$ cat config.mk
export PLATFORM = sky130hd
export DESIGN_NAME = sha3_pad
export DESIGN_NICKNAME = d
export VERILOG_FILES = /design/src/rtl/sha3_pad.sv
export SDC_FILE = /design/constraint.sdc
export NUM_CORES = 2
export LEC_CHECK = 0
export ABC_AREA = 1
export BUFFER_PORTS_ARGS = -buffer_cell sky130_fd_sc_hd__buf_4
export CAP_MARGIN = 20
export CORE_AREA = 4 4 438 440
export CTS_CLUSTER_DIAMETER = 60
export DETAILED_ROUTE_END_ITERATION = 12
export DIE_AREA = 0 0 442 444
export PLACE_DENSITY_LB_ADDON = 0.1
export SYNTH_ARGS = -nofsm -noshare
export SYNTH_HDL_FRONTEND = slang
export SYNTH_SLANG_ARGS = --single-unit
$ cat constraint.sdc
create_clock -name wb_clk_i -period 2.31 [get_ports wb_clk_i]
set_clock_uncertainty 0.1 [all_clocks]
set_input_delay 0.1155 -clock wb_clk_i [delete_from_list [all_inputs] [get_ports wb_clk_i]]
set_output_delay 0.1155 -clock wb_clk_i [all_outputs]
set_load 0.1 [all_outputs]
$ cat src/rtl/sha3_pad.sv
// SHA3 message padder: packs 32-bit little-endian words into RATE_BYTES rate blocks
// and applies the pad10*1 padding with domain byte DS. Define SHA3_PAD_DS_EN for a runtime cfg_ds input.
module sha3_pad #(
  parameter int RATE_BYTES = 136
) (
  input  logic                    wb_clk_i,
  input  logic                    wb_rst_i,
`ifdef SHA3_PAD_DS_EN
  input  logic [7:0]              cfg_ds,
`endif
  input  logic                    in_valid,
  output logic                    in_ready,
  input  logic [31:0]             in_data,
  input  logic [2:0]              in_nbytes,
  input  logic                    in_last,
  output logic                    blk_valid,
  input  logic                    blk_ready,
  output logic [8*RATE_BYTES-1:0] blk_data,
  output logic                    blk_last
);

  localparam int NW = RATE_BYTES / 4;

  typedef enum logic [1:0] {FILL, OUT, XTRA} state_t;

  state_t                 state_q, state_d;
  logic [NW-1:0][31:0]    buf_q, buf_d;
  logic [5:0]             wcnt_q;
  logic                   extra_q, last_q;
  logic [7:0]             ds_in, ds_x;
  logic [31:0]            word_fill;
  logic [2:0]             nb_eff;
  logic                   acc, at_end, full_last, pad;

`ifdef SHA3_PAD_DS_EN
  logic [7:0] ds_q;
  assign ds_in = cfg_ds;
  assign ds_x  = ds_q;
  // DS must survive until a possible trailing extra block is built
  always_ff @(posedge wb_clk_i) begin
    if (wb_rst_i)                ds_q <= 8'h06;
    else if (acc && in_last)     ds_q <= cfg_ds;
  end
`else
  assign ds_in = 8'h06;
  assign ds_x  = 8'h06;
`endif

  assign in_ready  = (state_q == FILL) && !wb_rst_i;
  assign blk_valid = (state_q == OUT) && !wb_rst_i;
  assign blk_data  = buf_q;
  assign blk_last  = last_q;

  assign acc       = in_valid && in_ready;
  assign at_end    = (wcnt_q == 6'(NW - 1));
  assign full_last = in_last && (in_nbytes >= 3'd4);
  assign pad       = in_last && !(full_last && at_end);
  assign nb_eff    = in_last ? in_nbytes : 3'd4;

  // Valid bytes pass, first invalid byte carries DS, stale bytes above are zeroed
  for (genvar b = 0; b < 4; b++) begin : g_byte
    assign word_fill[8*b +: 8] = (3'(b) < nb_eff)  ? in_data[8*b +: 8] :
                                 (3'(b) == nb_eff) ? ds_in : 8'h00;
  end

  always_comb begin
    state_d = state_q;
    buf_d   = buf_q;
    unique case (state_q)
      FILL: if (acc) begin
        for (int s = 0; s < NW; s++) begin
          if (int'(wcnt_q) == s)                 buf_d[s] = word_fill;
          if (full_last && int'(wcnt_q) + 1 == s) buf_d[s] = {24'h0, ds_in};
        end
        if (pad) buf_d[NW-1][31:24] = buf_d[NW-1][31:24] | 8'h80;
        if (at_end || in_last) state_d = OUT;
      end
      OUT: if (blk_ready) begin
        if (extra_q) state_d = XTRA;
        else begin
          buf_d   = '0;
          state_d = FILL;
        end
      end
      XTRA: begin
        buf_d               = '0;
        buf_d[0][7:0]       = ds_x;
        buf_d[NW-1][31:24]  = buf_d[NW-1][31:24] | 8'h80;
        state_d             = OUT;
      end
      default: state_d = FILL;
    endcase
  end

  always_ff @(posedge wb_clk_i) begin
    if (wb_rst_i) begin
      state_q <= FILL;
      buf_q   <= '0;
      wcnt_q  <= '0;
      extra_q <= 1'b0;
      last_q  <= 1'b0;
    end else begin
      state_q <= state_d;
      buf_q   <= buf_d;
      if (acc) begin
        wcnt_q  <= wcnt_q + 6'd1;
        last_q  <= pad;
        extra_q <= full_last && at_end;
      end else if (state_q == OUT && blk_ready && !extra_q) begin
        wcnt_q <= '0;
        last_q <= 1'b0;
      end else if (state_q == XTRA) begin
        wcnt_q  <= '0;
        last_q  <= 1'b1;
        extra_q <= 1'b0;
      end
    end
  end

endmodule

### Word-level counts from Yosys, hierarchy flattened

Index checks and enable logic that the tools add are counted.

| word-level totals | value |
|---|---|
| input bits | 40 |
| output and inout bits | 1091 |
| register bits | 1098 |
| word-level logic and storage cells | 346 |

| operators by class | value |
|---|---|
| $add $sub $neg | 2 |
| multiplexer cells | 96 |
| reduce and logical (&&, ||, !) cells | 91 |
| order comparisons | 5 |
| eq/ne operators | 112 |

Operators by type and width:

| cell | count |
|---|---|
| 1088-bit two-way mux | 3 |
| 1088-bit case mux with 3 select lines | 1 |
| 32-bit two-way mux | 68 |
| 32-bit by 6-bit == test with 1-bit output, second input constant | 16 |
| 32-bit by 5-bit == test with 1-bit output, second input constant | 8 |
| 5-bit AND reduction | 35 |
| 32-bit by 4-bit == test with 1-bit output, second input constant | 4 |
| 6-bit == test, second input constant | 19 |
| 3-bit by 1-bit inequality test with 1-bit output, second input constant | 34 |
| 32-bit by 3-bit == test with 1-bit output, second input constant | 2 |
| 6-bit by 5-bit == test with 1-bit output, second input constant | 8 |
| 1-bit logical AND | 42 |
| 8-bit two-way mux | 5 |
| 32-bit by 2-bit == test with 1-bit output, second input constant | 1 |
| 32-bit by 7-bit == test with 1-bit output, second input constant | 1 |
| 32-bit logical NOT | 1 |
| 6-bit by 4-bit == test with 1-bit output, second input constant | 4 |
| 6-bit two-way mux | 3 |
| 3-bit two-way mux | 5 |
| 6-bit by 3-bit == test with 1-bit output, second input constant | 2 |
| 2-bit two-way mux | 4 |
| 2-bit inequality test, second input constant | 4 |
| 6-bit by 1-bit adder with 7-bit output, second input constant | 1 |
| 7-bit by 6-bit == test with 1-bit output, second input constant | 1 |
| other kinds (23) | 34 |

### Depth between registers and ports, before layout

| logic depth | value |
|---|---|
| depth in word-level cells | 9 |
| depth in mapped cells | 15 |
| depth with buffers taken out | 12 |

### Least setup slack after synthesis

No wires, ideal clock.

| timing path | value |
|---|---|
| path type | flip-flop to output port |
| start point | register state_q[0] |
| end point | output in_ready |
| stages on the path, launching flop included | 6 |
| setup slack | -0.102 ns |
| arrival | 2.197 ns |
| path buffers | 1 |
| data required time | 2.095 ns |
| cells stage by stage | dfxtp_1 > inv_1 > ha_1 > inv_1 > clkbuf_1 > nor2_1 |

| on the way | value |
|---|---|
| longest elaborated chain between the ends | 2 |

RTL lines:

| what | line | RTL |
|---|---|---|
| from (decl) | 26 | `state_t state_q, state_d;` |
| from (signal assigned) | 103 | `state_q <= state_d;` |
| 2-bit logical NOT | 49 | `assign in_ready = (state_q == FILL) && !wb_rst_i;` |
| 1-bit logical AND | 49 |  |
| to (decl) | 12 | `output logic in_ready,` |

No other way between the ends.

### Worst setup path after layout

| timing path | value |
|---|---|
| start point | register wcnt_q[3] |
| end point | register buf_q, in the netlist blk_data[384] |

| on the way | value |
|---|---|
| longest elaborated chain between the ends | 6 |
| elaborated cells between the ends (all ways) | 9 |
| classes of those cells | 1 x add/sub; 3 x eq/ne; 3 x mux; 2 x reduce/logical |

RTL lines:

| what | line | RTL |
|---|---|---|
| from (decl) | 28 | `logic [5:0] wcnt_q;` |
| from (signal assigned) | 106 | `wcnt_q <= wcnt_q + 6'd1;` |
| 6-bit by 1-bit adder with 7-bit output | 73 | `if (full_last && int'(wcnt_q) + 1 == s) buf_d[s] = {24'h0, ds_in};` |
| 32-bit by 5-bit == test with 1-bit output | 73 |  |
| 1-bit logical AND | 73 |  |
| 32-bit two-way mux | 73 |  |
| 1088-bit two-way mux | 70 | `FILL: if (acc) begin` |
| 1088-bit case mux with 3 select lines | 69 | `unique case (state_q)` |
| to (signal assigned) | 104 | `buf_q <= buf_d;` |
| to (decl) | 27 | `logic [NW-1:0][31:0] buf_q, buf_d;` |

Parallel ways exist; a longest one is shown, timed or not. The select of a mux whose other input is x is not followed.
A chain may end at the register's enable or synchronous reset.

==> results.py <==
metrics = {
    "status": {
        "run_status": "finished with violations",
        "violations": "setup timing",
    },
    "worst_setup_path": {
        "worst_setup_path_end_kind": "register",
        "crit_type": "register to register",
        "required_ns": 2.91,
        "critical_path_arrival_ns": 2.97,
        "start_kind": "register",
        "cp_max_fo": 15,
        "cp-startpoint": "wcnt_q[3]$_SDFFE_PP0P_",
        "r2r_end": "blk_data[384]$_SDFFE_PP0P_",
        "worstReg2RegStart": "wcnt_q[3]$_SDFFE_PP0P_",
        "reg2reg_slack_ns": -0.06,
        "r2r_cells": 11,
    },
    "global_routing": {
        "grt_busiest_layer": "met2",
        "grt_overflow": 0,
        "grt_usage_pct": 25.6,
        "grt_use_met3_pct": 5.92,
        "antenna_found_initial": 14,
        "grt_pass1_vias": 46100,
        "grt_use_met1_pct": 30.7,
        "grt_pass1_wl_um": 363000,
        "use_met2_pct": 42.8,
        "grt_start_max_net_pins": 207,
    },
    "die": {
        "row_count": 159,
        "core-area_mm2": 0.188,
        "die-area_mm2": 0.196,
        "fp.dieW_um": 442,
        "initial_core_util_pct": 25.5,
        "die_h_um": 444,
        "ios": 1131,
    },
    "route": {
        "ant_nets": 0,
        "vias": 50600,
        "first_pass_iters": 5,
        "wl_um": 275000,
        "initialDrtViolationCount": 4130,
        "via_per_inst": 4.44,
        "drc": 0,
        "wl_per_cell_um": 24.1,
    },
    "clocking": {
        "clockRootBuffer": "clkbuf_16",
        "cts_made_buffers": 148,
        "cts.htree.levels": 4,
        "clock_latency_ns": 0.80,
        "cts_sinks": 1098,
        "cts_tree": "done",
        "cts_buffer_depth": 3,
        "clkTransAtPathRegs_ns": 0.06,
    },
    "sta": {
        "setup_violations": 132,
        "setup_slack_ns": -0.0568,
        "fmax_mhz": 423,
        "slew_headroom_pct": 24.4,
        "rsz0062_at_grt": "yes",
        "max_slew.worst_pin.slew_ns": 1.13,
        "fin_crit_ns": 2.37,
        "fin_crit_sh_pct": 102,
        "hold_viol": 0,
        "final_max_slew_viol_count": 0,
    },
    "yosys": {
        "synth_area_leaders": "dfxtp_1 (46%), nand2_1 (17%), nor2_1 (13%)",
        "ys_seq_elements": 1098,
        "synth_area_mm2": 0.0478,
        "synth-simple-area-share_pct": 30.7,
        "yosysTopAreaCellShare_pct": 46.0,
        "ys.flop_type": "dfxtp_1",
        "syn-mean-instance-area_um2": 6.37,
        "synth_top_family_by_area": "simple AND/OR/NAND/NOR gates",
        "yosysWarnings": 0,
        "synth_top_cell_by_area": "dfxtp_1",
        "synthXorXnorAreaFrac_pct": 0,
        "yosysUniqueCellTypes": 33,
        "synth.area.mux_share_pct": 0,
        "ys_seq_area_share_pct": 46.0,
        "syn_inst": 7493,
        "synth_nets": 7544,
        "async_flop_share_pct": 0,
        "synth_edf_count": 0,
        "synth_adder_area_share_pct": 0.288,
        "synth_compound_area_share_pct": 10.8,
    },
    "placement": {
        "dp_hpwl_um": 175000,
        "port_buffers": 1130,
        "gp_congestion": 0.841,
        "dp_cells": 11000,
        "pre_cts_ws_ns": -0.323,
    },
    "finish": {
        "stdcell_count": 11400,
        "layout_common_cells": "nand2_1 (2082), nor2_1 (1602), buf_4 (1347)",
        "drive_gt1_share_pct": 24.1,
        "fin_nets": 8830,
        "final_common_cell": "nand2_1",
        "nFillCells": 19800,
        "area_delta_synth_final_pct": 48.7,
    },
    "min_path": {
        "hold_class": "primary input to register",
        "hold_end": "blk_data[1058]$_SDFFE_PP0P_",
        "hold_start": "in_nbytes[0]",
        "whs_path_depth": 8,
    },
    "run": {
        "max_cap_violations": 0,
    },
}
[stage by stage]
step,hold slack (ns),cell area [µm²],utilization [%],TNS [ns]
global route,0.156,71000,37.9,-73.49
detailed placement,0.357,62100,33.1,-138.44
floorplan,0.0940,47800,-,0
finish,0.139,71000,37.9,-1.67
global placement,0.355,62100,33.1,-125.43
CTS,0.0717,69100,36.8,-0.186
[repair_timing]
item | in CTS | in global routing
hold buffers | 38 | 0
setup buffers | 24 | 16
resized for setup | 242 | 169
pin swaps | 22 | 94
hold endpoints to repair | 934 | 0
cloned | 25 | 50
endpoints found under the setup margin | 1087 | 1084
[cells in the mapped netlist, types with 2 or more instances]
cell type,n
nand3_1,32
buf_2,139
nor2_1,1641
buf_1,27
nor2_2,5
o21ai_0,90
inv_2,8
o21ai_1,35
nand3_2,5
nor2_4,2
nand2_2,13
clkbuf_1,349
clkinv_1,23
a31oi_1,27
o21ai_2,4
a21oi_1,850
nand2_1,2166
inv_1,953
ha_1,11
nand4_1,3
dfxtp_1,1098
[cells by family (layout without fill, tap and decap cells)]
logic type,Yosys count,after routing
simple gates,3870,3871
buf+inv,1501,2901
flops,1098,1098
compound gates,1013,1013
fa+ha+maj,11,11
other cells,0,1
[state kept, by name, summed over array words and instances, names as in the netlist]
register  cells
blk_data   1088
state_q       2
extra_q       1
blk_last      1
wcnt_q        6
[final cells by class]
class	instances	area (µm²)	area share (%)
clock buffers	214	4400	6.19
repair buffers	1652	15900	22.3
well taps	2495	3120	4.39
multi-input cells	4895	21400	30.1
clock inverters	51	536	0.754
flip-flops and latches	1098	22000	31.0
diodes	1	2.50	0.00352
inverters	984	3710	5.23
[routing by layer]
metal  part of all wire, %  routed length, µm  vias to the layer above
li1                      -                  -                    25000
met4                   5.5              15200                        2
met5                0.0025                  7                        -
met2                    47             130000                     1597
met3                   6.2              17000                      434
met1                    41             112000                    23600
[worst max path at each step]
| stage | endpoint | slack, ns | depth (start not counted) |
|---|---|---|---|
| 2_1_floorplan | blk_data[171]$_SDFFE_PP0P_ | 0.06 | 13 |
| 3_3_place_gp | blk_data[330]$_SDFFE_PP0P_ | -0.34 | 10 |
| 3_5_place_dp | blk_data[321]$_SDFFE_PP0P_ | -0.32 | 10 |
| 4_1_cts | blk_data[240]$_SDFFE_PP0P_ | -0.02 | 14 |
| 5_1_grt | blk_data[538]$_SDFFE_PP0P_ | -0.17 | 15 |
| 6_report | blk_data[384]$_SDFFE_PP0P_ | -0.06 | 11 |
[critical path, cell delays in order, from the launching register on]
cell	delay, ns
dfxtp_2	0.34
buf_6	0.14
buf_4	0.13
nand2_1	0.10
clkinvlp_4	0.25
a31oi_1	0.49
nand2_4	0.13
nand2_8	0.14
buf_6	0.23
nand2_1	0.08
nand2_1	0.06
nor2_1	0.05
Power is left out: the tool's default activity adds up to more than one toggle a clock period on the data nets, which glitch-free logic cannot reach.
